==> config.mk <==
export PLATFORM = sky130hd
export DESIGN_NAME = lcd_timing_gen
export DESIGN_NICKNAME = d
export VERILOG_FILES = /design/src/rtl/lcd_timing_pkg.sv /design/src/rtl/lcd_pattern_rgb.sv /design/src/rtl/lcd_timing_gen.sv
export SDC_FILE = /design/constraint.sdc
export NUM_CORES = 1
export LEC_CHECK = 0
export BUFFER_PORTS_ARGS = -buffer_cell sky130_fd_sc_hd__buf_2
export CAP_MARGIN = 20
export CORE_MARGIN = 3
export CORE_UTILIZATION = 45
export DETAILED_ROUTE_END_ITERATION = 7
export HOLD_SLACK_MARGIN = 0.03
export PLACE_DENSITY = 0.71
export SYNTH_ARGS = -nofsm -noshare
export SYNTH_HDL_FRONTEND = slang
export SYNTH_SLANG_ARGS = --single-unit
==> constraint.sdc <==
create_clock -name PixelClk -period 2.5 [get_ports PixelClk]
set_input_delay 0.25 -clock PixelClk [delete_from_list [all_inputs] [get_ports PixelClk]]
set_output_delay 0.25 -clock PixelClk [all_outputs]
set_load 0.05 [all_outputs]
==> src/rtl/lcd_timing_pkg.sv <==
// Shared types and constants for the LCD timing and test-pattern generator:
// pattern mode encodings, the RGB565 pixel struct and the colour-bar table.
package lcd_timing_pkg;

  typedef enum logic [1:0] {
    MODE_BARS  = 2'd0,
    MODE_GRID  = 2'd1,
    MODE_SOLID = 2'd2,
    MODE_GRAD  = 2'd3
  } mode_e;

  typedef struct packed {
    logic [4:0] r;
    logic [5:0] g;
    logic [4:0] b;
  } rgb565_t;

  localparam int unsigned NUM_BARS = 8;

  localparam logic [15:0] RGB_WHITE = 16'hFFFF;
  localparam logic [15:0] RGB_BLACK = 16'h0000;

  // Index 0 is the leftmost bar: white, yellow, cyan, green, magenta, red, blue, black
  localparam logic [NUM_BARS-1:0][15:0] BAR_RGB = {
    16'h0000, 16'h001F, 16'hF800, 16'hF81F,
    16'h07E0, 16'h07FF, 16'hFFE0, 16'hFFFF
  };

endpackage

==> src/rtl/lcd_pattern_rgb.sv <==
// Combinational test-pattern colour for one active pixel; the parent registers it.
// Bar boundaries are multiples of H_ACTIVE/8 fixed at elaboration; pixels past 8 bars are black.
module lcd_pattern_rgb
  import lcd_timing_pkg::*;
#(
  parameter int unsigned H_ACTIVE = 800,
  parameter int unsigned CW       = 12
) (
  input  mode_e          mode_q,
  input  logic [CW-1:0]  pix_x,
  input  logic [CW-1:0]  pix_y,
  input  logic [15:0]    solid_rgb,
  input  logic [2:0]     scroll,
  output rgb565_t        rgb_c
);

  localparam int unsigned BAR_W = H_ACTIVE / NUM_BARS;

  logic [7:0] px8;
  logic [7:0] py8;
  logic [2:0] bar;
  logic       in_bars;

  always_comb begin
    px8     = 8'(pix_x);
    py8     = 8'(pix_y);
    bar     = 3'd0;
    // Comparator chain against constant boundaries instead of a divider
    for (int unsigned k = 1; k < NUM_BARS; k++) begin
      if (32'(pix_x) >= k * BAR_W) bar = 3'(k);
    end
    in_bars = 32'(pix_x) < NUM_BARS * BAR_W;

    rgb_c = rgb565_t'(RGB_BLACK);
    case (mode_q)
      MODE_BARS: begin
        if (in_bars) rgb_c = rgb565_t'(BAR_RGB[bar + scroll]);
      end
      MODE_GRID: begin
        if (px8[4:0] == 5'd0 || py8[4:0] == 5'd0) rgb_c = rgb565_t'(RGB_WHITE);
      end
      MODE_SOLID: begin
        rgb_c = rgb565_t'(solid_rgb);
      end
      MODE_GRAD: begin
        rgb_c.r = px8[7:3];
        rgb_c.g = py8[7:2];
        rgb_c.b = ~px8[7:3];
      end
    endcase
  end

endmodule

==> src/rtl/lcd_timing_gen.sv <==
// Parametrised RGB565 LCD raster timing and test-pattern generator; all outputs registered.
// Optional LCD_TIMING_FRAME_CNT_EN adds a 16-bit frame counter port and scrolls the colour bars.
module lcd_timing_gen
  import lcd_timing_pkg::*;
#(
  parameter int unsigned H_ACTIVE = 800,
  parameter int unsigned H_FP     = 210,
  parameter int unsigned H_SYNC   = 1,
  parameter int unsigned H_BP     = 182,
  parameter int unsigned V_ACTIVE = 480,
  parameter int unsigned V_FP     = 45,
  parameter int unsigned V_SYNC   = 5,
  parameter int unsigned V_BP     = 1,
  parameter bit          HS_POL   = 1'b0,
  parameter bit          VS_POL   = 1'b0,
  parameter int unsigned CW       = 12
) (
  input  logic          PixelClk,
  input  logic          nRST,
  input  logic          en,
  input  logic [1:0]    mode,
  input  logic [15:0]   solid_rgb,
  output logic          LCD_DE,
  output logic          LCD_HSYNC,
  output logic          LCD_VSYNC,
  output logic [4:0]    LCD_R,
  output logic [5:0]    LCD_G,
  output logic [4:0]    LCD_B,
  output logic [CW-1:0] pix_x,
  output logic [CW-1:0] pix_y,
`ifdef LCD_TIMING_FRAME_CNT_EN
  output logic [15:0]   frame_cnt,
`endif
  output logic          frame_start,
  output logic          line_start
);

  localparam int unsigned H_TOTAL     = H_SYNC + H_BP + H_ACTIVE + H_FP;
  localparam int unsigned V_TOTAL     = V_SYNC + V_BP + V_ACTIVE + V_FP;
  localparam int unsigned H_ACT_START = H_SYNC + H_BP;
  localparam int unsigned H_ACT_END   = H_ACT_START + H_ACTIVE;
  localparam int unsigned V_ACT_START = V_SYNC + V_BP;
  localparam int unsigned V_ACT_END   = V_ACT_START + V_ACTIVE;

  logic [CW-1:0] h_cnt;
  logic [CW-1:0] v_cnt;
  logic          h_last;
  logic          v_last;
  logic          at_origin;
  logic          hs_act_c;
  logic          vs_act_c;
  logic          de_c;
  logic [CW-1:0] px_c;
  logic [CW-1:0] py_c;
  mode_e         mode_q;
  logic [2:0]    scroll;
  rgb565_t       rgb_c;

  // Raster counters; en=0 parks them at the origin
  always_ff @(posedge PixelClk or negedge nRST) begin
    if (!nRST) begin
      h_cnt <= '0;
      v_cnt <= '0;
    end else if (!en) begin
      h_cnt <= '0;
      v_cnt <= '0;
    end else if (h_last) begin
      h_cnt <= '0;
      v_cnt <= v_last ? '0 : v_cnt + 1'b1;
    end else begin
      h_cnt <= h_cnt + 1'b1;
    end
  end

  always_comb begin
    h_last    = h_cnt == CW'(H_TOTAL - 1);
    v_last    = v_cnt == CW'(V_TOTAL - 1);
    at_origin = (h_cnt == '0) && (v_cnt == '0);
    hs_act_c  = h_cnt < CW'(H_SYNC);
    vs_act_c  = v_cnt < CW'(V_SYNC);
    de_c      = (h_cnt >= CW'(H_ACT_START)) && (h_cnt < CW'(H_ACT_END)) &&
                (v_cnt >= CW'(V_ACT_START)) && (v_cnt < CW'(V_ACT_END));
    px_c      = de_c ? h_cnt - CW'(H_ACT_START) : '0;
    py_c      = de_c ? v_cnt - CW'(V_ACT_START) : '0;
  end

  // Pattern select only changes at frame start so a frame never mixes patterns
  always_ff @(posedge PixelClk or negedge nRST) begin
    if (!nRST) begin
      mode_q <= MODE_BARS;
    end else if (en && at_origin) begin
      mode_q <= mode_e'(mode);
    end
  end

`ifdef LCD_TIMING_FRAME_CNT_EN
  always_ff @(posedge PixelClk or negedge nRST) begin
    if (!nRST) begin
      frame_cnt <= '0;
    end else if (en && at_origin) begin
      frame_cnt <= frame_cnt + 16'd1;
    end
  end

  assign scroll = frame_cnt[8:6];
`else
  assign scroll = 3'd0;
`endif

  lcd_pattern_rgb #(
    .H_ACTIVE (H_ACTIVE),
    .CW       (CW)
  ) u_pattern (
    .mode_q    (mode_q),
    .pix_x     (px_c),
    .pix_y     (py_c),
    .solid_rgb (solid_rgb),
    .scroll    (scroll),
    .rgb_c     (rgb_c)
  );

  // Output stage: every pin lags the counters by exactly one cycle
  always_ff @(posedge PixelClk or negedge nRST) begin
    if (!nRST) begin
      LCD_DE      <= 1'b0;
      LCD_HSYNC   <= ~HS_POL;
      LCD_VSYNC   <= ~VS_POL;
      LCD_R       <= '0;
      LCD_G       <= '0;
      LCD_B       <= '0;
      pix_x       <= '0;
      pix_y       <= '0;
      frame_start <= 1'b0;
      line_start  <= 1'b0;
    end else if (!en) begin
      LCD_DE      <= 1'b0;
      LCD_HSYNC   <= ~HS_POL;
      LCD_VSYNC   <= ~VS_POL;
      LCD_R       <= '0;
      LCD_G       <= '0;
      LCD_B       <= '0;
      pix_x       <= '0;
      pix_y       <= '0;
      frame_start <= 1'b0;
      line_start  <= 1'b0;
    end else begin
      LCD_DE      <= de_c;
      LCD_HSYNC   <= hs_act_c ? HS_POL : ~HS_POL;
      LCD_VSYNC   <= vs_act_c ? VS_POL : ~VS_POL;
      LCD_R       <= de_c ? rgb_c.r : 5'd0;
      LCD_G       <= de_c ? rgb_c.g : 6'd0;
      LCD_B       <= de_c ? rgb_c.b : 5'd0;
      pix_x       <= px_c;
      pix_y       <= py_c;
      frame_start <= at_origin;
      line_start  <= h_cnt == '0;
    end
  end

endmodule

==> metrics, run 1 <==
status=finished, violations left; failing checks=setup timing; DP Wirelength=8237 um; Worst-path clk slew=90 ps; largest net degree at the start of global routing=38; logic gate share of total power=13.6%; final setup margin=-96.58 ps; fin. max-slew vios=0; Post-Syn Area per Cell=9.127 um^2; internal cell power=1786 uW; Clock Path Buffers=2; Final Skew=8.845 ps; Fmax achieved=0.3851 GHz; die footprint=9985 um^2; Cells after Synth=435; 1st-pass router iterations=7; post-route antenna net violation count=0; crit path max fanout=6; GRT Total Usage=23.72%; GPL Wtd Cong=1.047; RSZ-0062 raised after global routing=true; Final min period=2597 ps; first-pass GRT wire length=18700 um; PortBufs=65; Period Utilization, post-route=103.9%; type of element launching the critical path=flip-flop; Multi-input gate area=2237 um^2; clock share of power=38.8%; HP Class=in2reg; post-synthesis async set-or-reset flop share=100.0%; vias in the first global route=3714; initial antenna violation count=0; Storage cell area=1779 um^2; wire per inst=17.58 um; Post-synth EDFFs=0; Distinct cells, synth=67; layout cell share with drive strength beyond 1=36.70%; CP Class=reg2reg; Max-Cap Viols=0; H-tree Lvls=3; Core ar.=8382 um^2; Tot Pwr=2541 uW; Die X=99.93 um; Sw Ratio=29.70%; GR peak layer=met2; Critical Path AT=2860 ps; Max IR drop VDD=0.2859 mV; WP data required=2760 ps; synthesized area=3970 um^2; Switch Pwr=754.8 uW; worst hold margin=119.8 ps; total number of vias=3882; Final Hold Fails=0; synthesized flop and latch total=71; Pleak=0.002663 uW; met3 layer usage reported by global route=3.822%; Layout area overhead=38.95%; Overflow after GRT=0; routing usage on met2=38.28%; Sequential Power Share=47.6%; Clk Latency, worst-skew pair=360 ps; Post-layout nets=597; Num CTS Buffers=9; antenna fix cells=0; DIE HEIGHT=99.93 um; final wirelength=11950 um; met1 GRT Util=31.84%; ys flop type=dfrtp_1; slack of the worst reg-to-reg path=-100 ps; Initial DRC Count=234; I/O pin count=66; clk sinks=71; # setup viols final=5; Synth Warn #=0; TritonCTS clock tree=done; DRC violations left=0; Power Dens Cells=460.6 nW/um^2; Worst Setup End Kind=flip-flop; Fin Setup TNS=-425.8 ps; relative slew slack=48.09%; Rows=33; fillers=647; syn nets=462; vias per cell=5.709; sequential fraction of the synthesis area=44.82%; Root Buffer=clkbuf_8; initial core utilization=47.37%; fin util=65.82%; worst slew pin tran=778.7 ps
-- what timing repair did --
action                                  CTS  global route
hold endpoints to repair                 34             0
gates resized for setup                  21            18
hold buffers                              1             0
cloned                                    0             1
setup buffers                             4            10
endpoints found under the setup margin    9            20
pin swaps                                13             8
-- layout make-up --
type                    count  share of cell area (%)
clock buffers               9                   2.245
clock inverters             7                   1.565
multi-input cells         317                   40.55
inverters                  16                   1.089
repair buffers            155                   19.91
flip-flops and latches     71                   32.25
well taps                 105                   2.381
-- power groups by stage --
stage	logic (uW)	clock network (uW)	registers (uW)
2_1_floorplan	168	0	1230
4_1_cts	317	1000	1210
3_5_place_dp	283	0	1230
5_1_grt	373	1050	1210
6_report	346	986	1210
3_3_place_gp	279	0	1220
-- state kept, by name (all words and copies together), names as in the netlist, 2 cells and up --
| register | flops |
|---|---|
| LCD_G | 6 |
| v_cnt | 12 |
| mode_q | 2 |
| LCD_B | 5 |
| pix_y | 12 |
| LCD_R | 5 |
| h_cnt | 12 |
| pix_x | 12 |
-- worst max-delay path, cell delays in order (launching register included) --
cell       delay (ps)
dfrtp_1           420
ha_4              190
buf_4             150
a21o_1            200
a21boi_1          200
nor2_1             90
o31a_1            290
or4b_1            530
o311a_4           210
a2111oi_4         210
-- cell usage after synthesis, types with 6 or more instances --
cell type | n | area [um^2]
inv_1 | 16 | 60.06
xnor2_1 | 14 | 122.6
ha_1 | 6 | 75.07
o21ai_0 | 23 | 115.1
nor3_1 | 19 | 95.09
dfrtp_1 | 69 | 1727
nand2_1 | 29 | 108.9
a21o_1 | 6 | 45.04
nand4_1 | 8 | 50.05
nor2_1 | 51 | 191.4
and3_1 | 14 | 87.58
nand3_1 | 14 | 70.07
a21oi_1 | 23 | 115.1
nor2b_1 | 8 | 50.05
xor2_1 | 9 | 78.83
nand2b_1 | 7 | 43.79
nor4_1 | 6 | 37.54
clkbuf_1 | 21 | 78.83
-- kinds of logic after synthesis --
| kind of cell | Yosys count | synth area share (%) |
|---|---|---|
| AND/OR/NAND/NOR | 172 | 21.53 |
| AO/OA/AOI/OAI | 110 | 20.14 |
| flip-flops | 71 | 44.82 |
| buffers and inverters | 47 | 4.948 |
| XOR/XNOR | 24 | 5.484 |
| adder cells (fa/ha/maj) | 6 | 1.891 |
| multiplexers | 4 | 1.103 |
| other | 1 | 0.09446 |
-- path summary, 6_finish.rpt --
check / depth (start not counted) / to / start
worst max register to register: 9 / LCD_B[1]$_DFF_PN0_ / h_cnt[0]$_DFF_PN0_
max in group asynchronous: 3 / LCD_HSYNC$_DFF_PN1_ / nRST
worst min register to register: 2 / pix_y[1]$_DFF_PN0_ / v_cnt[1]$_DFFE_PN0P_
worst max-delay path: 9 / LCD_B[1]$_DFF_PN0_ / h_cnt[0]$_DFF_PN0_
worst min-delay path: 2 / mode_q[0]$_DFFE_PN0P_ / mode[0]
min in group asynchronous: 2 / pix_x[10]$_DFF_PN0_ / nRST
-- per-stage QoR --
step           area (um^2)  setup slack (ps)  std cells
2_1_floorplan         4001            -30.08        435
3_3_place_gp          4923            -115.4        650
3_5_place_dp          4923            -265.2        650
4_1_cts               5300            -70.06        670
5_1_grt               5517            -222.5        680
6_report              5517            -96.58        680
-- layout by cell type, fill, tap and decap left out, types with 3 or more instances in the layout --
cell type and n:
nor3_1 16, and2_1 4, a211o_1 3, a211oi_2 3, buf_6 4, a2111oi_4 5, mux2_2 3, o31ai_1 5
nand4_1 8, nor2_1 51, o21ai_0 21, xor2_1 9, xnor2_1 14, nand3_1 13, nor3_2 3, clkbuf_8 9
nand2_1 28, buf_2 65, a31oi_1 4, buf_12 5, a21oi_1 22, nor2b_1 8, a21o_1 5, nand2b_1 6
dfrtp_1 69, and3_1 13, ha_1 5, inv_1 16, o211ai_1 5, nor4_1 5, buf_4 79
-- metal layers --
metal	wire (um)	part of all wire [%]
met1	5180	43
met2	5601	47
met3	792	6.6
met4	378	3.2
met5	0	0
(Power assumes the default switching activity.)
==> run 2, diff against run 1 <==
REMOVE_ABC_BUFFERS = 1   (was unset)
==> metrics, run 2 (synthesis gave the netlist of run 1 again) <==
CP Class=reg2reg; Max-Cap Viols=0 (unchanged); Clk Latency, worst-skew pair=360 ps (about the same); final setup margin=-80.74 ps (+15.85 ps); Post-layout nets=592 (-0.84%); initial core utilization=47.37% (unchanged); post-route antenna net violation count=0 (unchanged); Fmax achieved=0.3875 GHz (+0.61%); GR peak layer=met2; WP data required=2740 ps (-20 ps); largest net degree at the start of global routing=46 (+21%); Layout area overhead=37.38%; crit path max fanout=5 (-1); met3 layer usage reported by global route=3.336% (-0.49 points); Final Skew=13.38 ps (+4.532 ps); fin util=65.07% (-0.75 points); Final Hold Fails=0 (unchanged); met1 GRT Util=32.15% (+0.31 points); fillers=703 (+8.7%); most frequent cells in the layout=buf_4 (73), dfrtp_1 (67), buf_2 (65), nor2_1 (51), nand2_1 (29); Num CTS Buffers=9 (unchanged); Critical Path AT=2820 ps (-40 ps); worst slew pin tran=771.8 ps (-6.823 ps); final wirelength=11950 um (about the same); type of element launching the critical path=flip-flop; total number of vias=3924 (+1.1%); vias in the first global route=3816 (+2.7%); Worst Setup End Kind=flip-flop; Fin Setup TNS=-211.7 ps (+214.1 ps); layout cell share with drive strength beyond 1=37.19% (+0.50 points); Pleak=0.002593 uW (-2.6%); status=finished, violations left; die footprint=9985 um^2 (unchanged); antenna fix cells=0 (unchanged); Tot Pwr=2431 uW (-4.4%); I/O pin count=66 (unchanged); RSZ-0062 raised after global routing=true; Initial DRC Count=359 (+53%); H-tree Lvls=3 (unchanged); Rows=33 (unchanged); Clock Path Buffers=2 (unchanged); Period Utilization, post-route=103.2% (-0.63 points); Multi-input gate area=2278 um^2 (+1.8%); relative slew slack=48.17% (+0.085 points); Overflow after GRT=0 (unchanged); initial antenna violation count=0 (unchanged); Final min period=2581 ps (-15.85 ps); Core ar.=8382 um^2 (unchanged); HP Class=in2reg; Power Dens Cells=445.7 nW/um^2 (-3.3%); routing usage on met2=40.74% (+2.5 points); Storage cell area=1782 um^2 (+0.14%); PortBufs=65 (unchanged); most common cell after layout, fill and taps aside=buf_4; clk sinks=71 (unchanged); wire per inst=17.70 um (+0.68%); vias per cell=5.813 (+1.8%); TritonCTS clock tree=done; DIE HEIGHT=99.93 um (unchanged); failing checks=setup timing; first-pass GRT wire length=19150 um (+2.4%); # setup viols final=7 (+2); DP Wirelength=8511 um (+3.3%); Root Buffer=clkbuf_8; GPL Wtd Cong=0.9253 (-12%); Worst-path clk slew=80 ps (about the same); pre-CTS WS=-368.3 ps (-103.1 ps); Die X=99.93 um (unchanged); Max IR drop VDD=0.3290 mV (+15%); GRT Total Usage=24.28% (+0.56 points); 1st-pass router iterations=6 (-1); DRC violations left=0 (unchanged); fin. max-slew vios=0 (unchanged)
==> run 2: cell types whose count changed in the layout (fill, tap and decap cells not counted), sizes merged <==
cell | before | now
clkbuf | 10 | 9
and3 | 14 | 15
buf | 153 | 148
bufinv | 1 | 0
clkinvlp | 1 | 2
==> run 2: worst paths after layout <==
kind	from	end	slack, ps	cells past startpoint
hold / removal	mode[0]	mode_q[0]$_DFFE_PN0P_	140	2
min in group asynchronous	nRST	v_cnt[10]$_DFFE_PN0P_	460	2
setup reg to reg	h_cnt[0]$_DFF_PN0_	LCD_B[1]$_DFF_PN0_	-80	8
setup / recovery	h_cnt[0]$_DFF_PN0_	LCD_B[1]$_DFF_PN0_	-80	8
max in group asynchronous	nRST	LCD_VSYNC$_DFF_PN1_	1340	3
hold reg to reg	v_cnt[11]$_DFFE_PN0P_	v_cnt[11]$_DFFE_PN0P_	600	2
==> run 2: power by group <==
part	internal (uW)	leakage, uW	switching [uW]
Sequential	1170	0.000971	45.7
Combinational	135	0.00153	204
Clock	379	0.0000888	500
Total	1680	0.00259	750
==> run 2: worst max-delay path, cell delays in order (launching register included) <==
cell and delay, ps:
dfrtp_2 470, ha_4 200, a21boi_4 150, a32o_1 210
a222oi_1 330, o2111ai_1 170, or4b_1 520, o311a_4 210
a2111oi_4 230
==> run 2: through the flow <==
stage / hold slack, ps / area (um^2) / instances
after CTS: 137.8 / 5289 / 671
after global placement: 305.4 / 4843 / 646
after global routing: 130.7 / 5454 / 675
final: 137.6 / 5454 / 675
after detailed placement: 319.1 / 4843 / 646
after floorplan: -45.59 / 3834 / 404
==> run 2: timing repair <==
| item | CTS | global route |
|---|---|---|
| endpoints found under the setup margin | 16 | 16 |
| gates resized for setup | 33 | 25 |
| pin swaps | 18 | 11 |
| buffers inserted | 8 | 3 |
| hold buffers | 1 | 0 |
| cloned | 0 | 1 |
| endpoints found under the hold margin | 25 | 0 |
==> run 2: routing by layer <==
| layer | up-vias | wire length [um] |
|---|---|---|
| met5 | - | 0 |
| met4 | 0 | 236 |
| met3 | 25 | 676 |
| met2 | 150 | 5871 |
| met1 | 1929 | 5161 |
| li1 | 1820 | - |
==> run 2: cell type report <==
cell class	count	area share, %
inverter	16	1.101
multi-input combinational	318	41.78
tap	105	2.409
clock inverter	7	1.124
clock buffer	9	2.271
sequential	71	32.67
timing repair buffer	149	18.65
==> run 3, diff against run 2 <==
CORE_UTILIZATION = 50   (was 45)
PLACE_DENSITY = 0.77   (was 0.71)
==> metrics, run 3 (synthesis gave the netlist of run 1 again) <==
Storage cell area=1782 um^2 (unchanged); WP data required=2760 ps (+20 ps); Overflow after GRT=0 (unchanged); slowest cell delay on critical path=510 ps (about the same); final wirelength=12620 um (+5.6%); Tot Pwr=2517 uW (+3.5%); Num CTS Buffers=9 (unchanged); Worst Setup End Kind=flip-flop; Root Buffer=clkbuf_8; Final Non-Filler Cells=678 (+0.44%); Layout area overhead=39.93%; relative slew slack=49.08% (+0.91 points); Placed Cells incl. Taps=651 (+0.77%); Fmax achieved=0.3820 GHz (-1.4%); pre-CTS WS=-373.4 ps (-5.139 ps); Multi-input gate area=2315 um^2 (+1.6%); PortBufs=65 (unchanged); antenna fix cells=0 (unchanged); I/O pin count=66 (unchanged); most frequent cells in the layout=buf_4 (83), dfrtp_1 (67), buf_2 (66), nor2_1 (51), nand2_1 (28); GRT Total Usage=27.75% (+3.5 points); TritonCTS clock tree=done; vias per cell=6.013 (+3.4%); initial core utilization=53.03% (+5.7 points); Fin Setup TNS=-519.0 ps (-307.2 ps); Initial DRC Count=515 (+43%); DP Wirelength=8411 um (-1.2%); DIE HEIGHT=95.11 um (-4.8%); Post-layout nets=601 (+1.5%); largest net degree at the start of global routing=37 (-20%); crit path max fanout=7 (+2); RSZ-0062 raised after global routing=true; Final min period=2618 ps (+37.34 ps); total number of vias=4077 (+3.9%); Rows=31 (-6.1%); Final Hold Fails=0 (unchanged); 1st-pass router iterations=8 (+2); slowest CP cell=or4b_4; Period Utilization, post-route=104.7% (+1.5 points); failing checks=DRC, setup timing; most common cell after layout, fill and taps aside=buf_4; type of element launching the critical path=flip-flop; H-tree Lvls=3 (unchanged); Final Skew=11.31 ps (-2.068 ps); GPL Wtd Cong=0.9617 (+3.9%); clk sinks=71 (unchanged); initial antenna violation count=0 (unchanged); final setup margin=-118.1 ps (-37.34 ps); Worst-path clk slew=90 ps (about the same); # setup viols final=5 (-2); DRC violations left=3 (+3); Max IR drop VDD=0.3332 mV (+1.3%); Clock Path Buffers=2 (unchanged); layout cell share with drive strength beyond 1=39.38% (+2.2 points); Pleak=0.002660 uW (+2.6%); fin util=74.21% (+9.1 points); Max-Cap Viols=0 (unchanged); first-pass GRT wire length=19450 um (+1.6%); CP Cell Sequence=buf_6, a311o_1, a31oi_4, xor2_2, o2111ai_2, or4b_4, o311a_4, a2111oi_4; Critical Path AT=2880 ps (+60 ps); vias in the first global route=3980 (+4.3%); Clk Latency, worst-skew pair=370 ps (about the same); post-route antenna net violation count=0 (unchanged); CP Class=reg2reg; worst slew pin tran=758.3 ps (-13.51 ps); fillers=502 (-29%); Power Dens Cells=453.0 nW/um^2 (+1.7%); status=finished, violations left; die footprint=9045 um^2 (-9.4%); Core ar.=7486 um^2 (-11%); Die X=95.11 um (-4.8%); fin. max-slew vios=0 (unchanged); wire per inst=18.61 um (+5.2%); HP Class=in2reg
run 3: cell types whose count changed in the layout (fill, tap and decap cells not counted), moves of 2 or more:
cell	change
a32oi_2	+2
o21ai_1	-2
clkinvlp_4	-2
o21ai_2	+2
buf_4	+10
a32oi_1	-2
run 3: routing by layer:
layer,GRT usage (%),up-vias,wire length [um]
li1,-,1835,-
met5,0,-,0
met4,10.46,0,322
met1,37.00,1971,5132
met3,6.788,40,1008
met2,43.67,231,6156
run 3: worst max-delay path, delay by kind of cell (launching register included):
kind            cells  cell delay [ps]
compound gates      5             1190
xor+xnor            1              210
buf+inv             1              140
flops               1              450
simple gates        1              510
run 3: metrics by stage:
stage | hold slack (ps) | area [um^2]
global route | 122.1 | 5555
finish | 120.9 | 5555
global placement | 38.03 | 4906
detailed placement | 41.63 | 4906
floorplan | -45.59 | 3834
CTS | 117.8 | 5335
run 3: path summary, 6_finish.rpt:
kind	from	endpoint	slack [ps]	cells after the start
min	mode[0]	mode_q[0]$_DFFE_PN0P_	120	2
min reg2reg	h_cnt[0]$_DFF_PN0_	h_cnt[0]$_DFF_PN0_	530	1
max	h_cnt[1]$_DFF_PN0_	LCD_B[2]$_DFF_PN0_	-120	8
min in group asynchronous	nRST	pix_x[10]$_DFF_PN0_	190	2
max reg2reg	h_cnt[1]$_DFF_PN0_	LCD_B[2]$_DFF_PN0_	-120	8
max in group asynchronous	nRST	h_cnt[0]$_DFF_PN0_	1650	3
run 3: repair_timing:
action	CTS	global route
buffers inserted	7	3
hold endpoints to repair	69	0
endpoints found under the setup margin	16	20
cloned	1	0
resized for setup	29	39
pin swaps	18	10
hold buffers	1	0
run 3: power breakdown:
part           leakage [uW]  total (uW)  switching, uW  internal [uW]
sequential         0.000971        1210           45.2           1170
clock              0.000101         935            541            394
combinational       0.00159         369            230            139
total               0.00266        2520            816           1700
run 3: layout make-up:
type	count	area share (%)
clock buffers	9	2.230
clock inverters	7	1.329
inverters	16	1.081
multi-input cells	317	41.67
flip-flops and latches	71	32.07
well taps	99	2.230
repair buffers	159	19.39
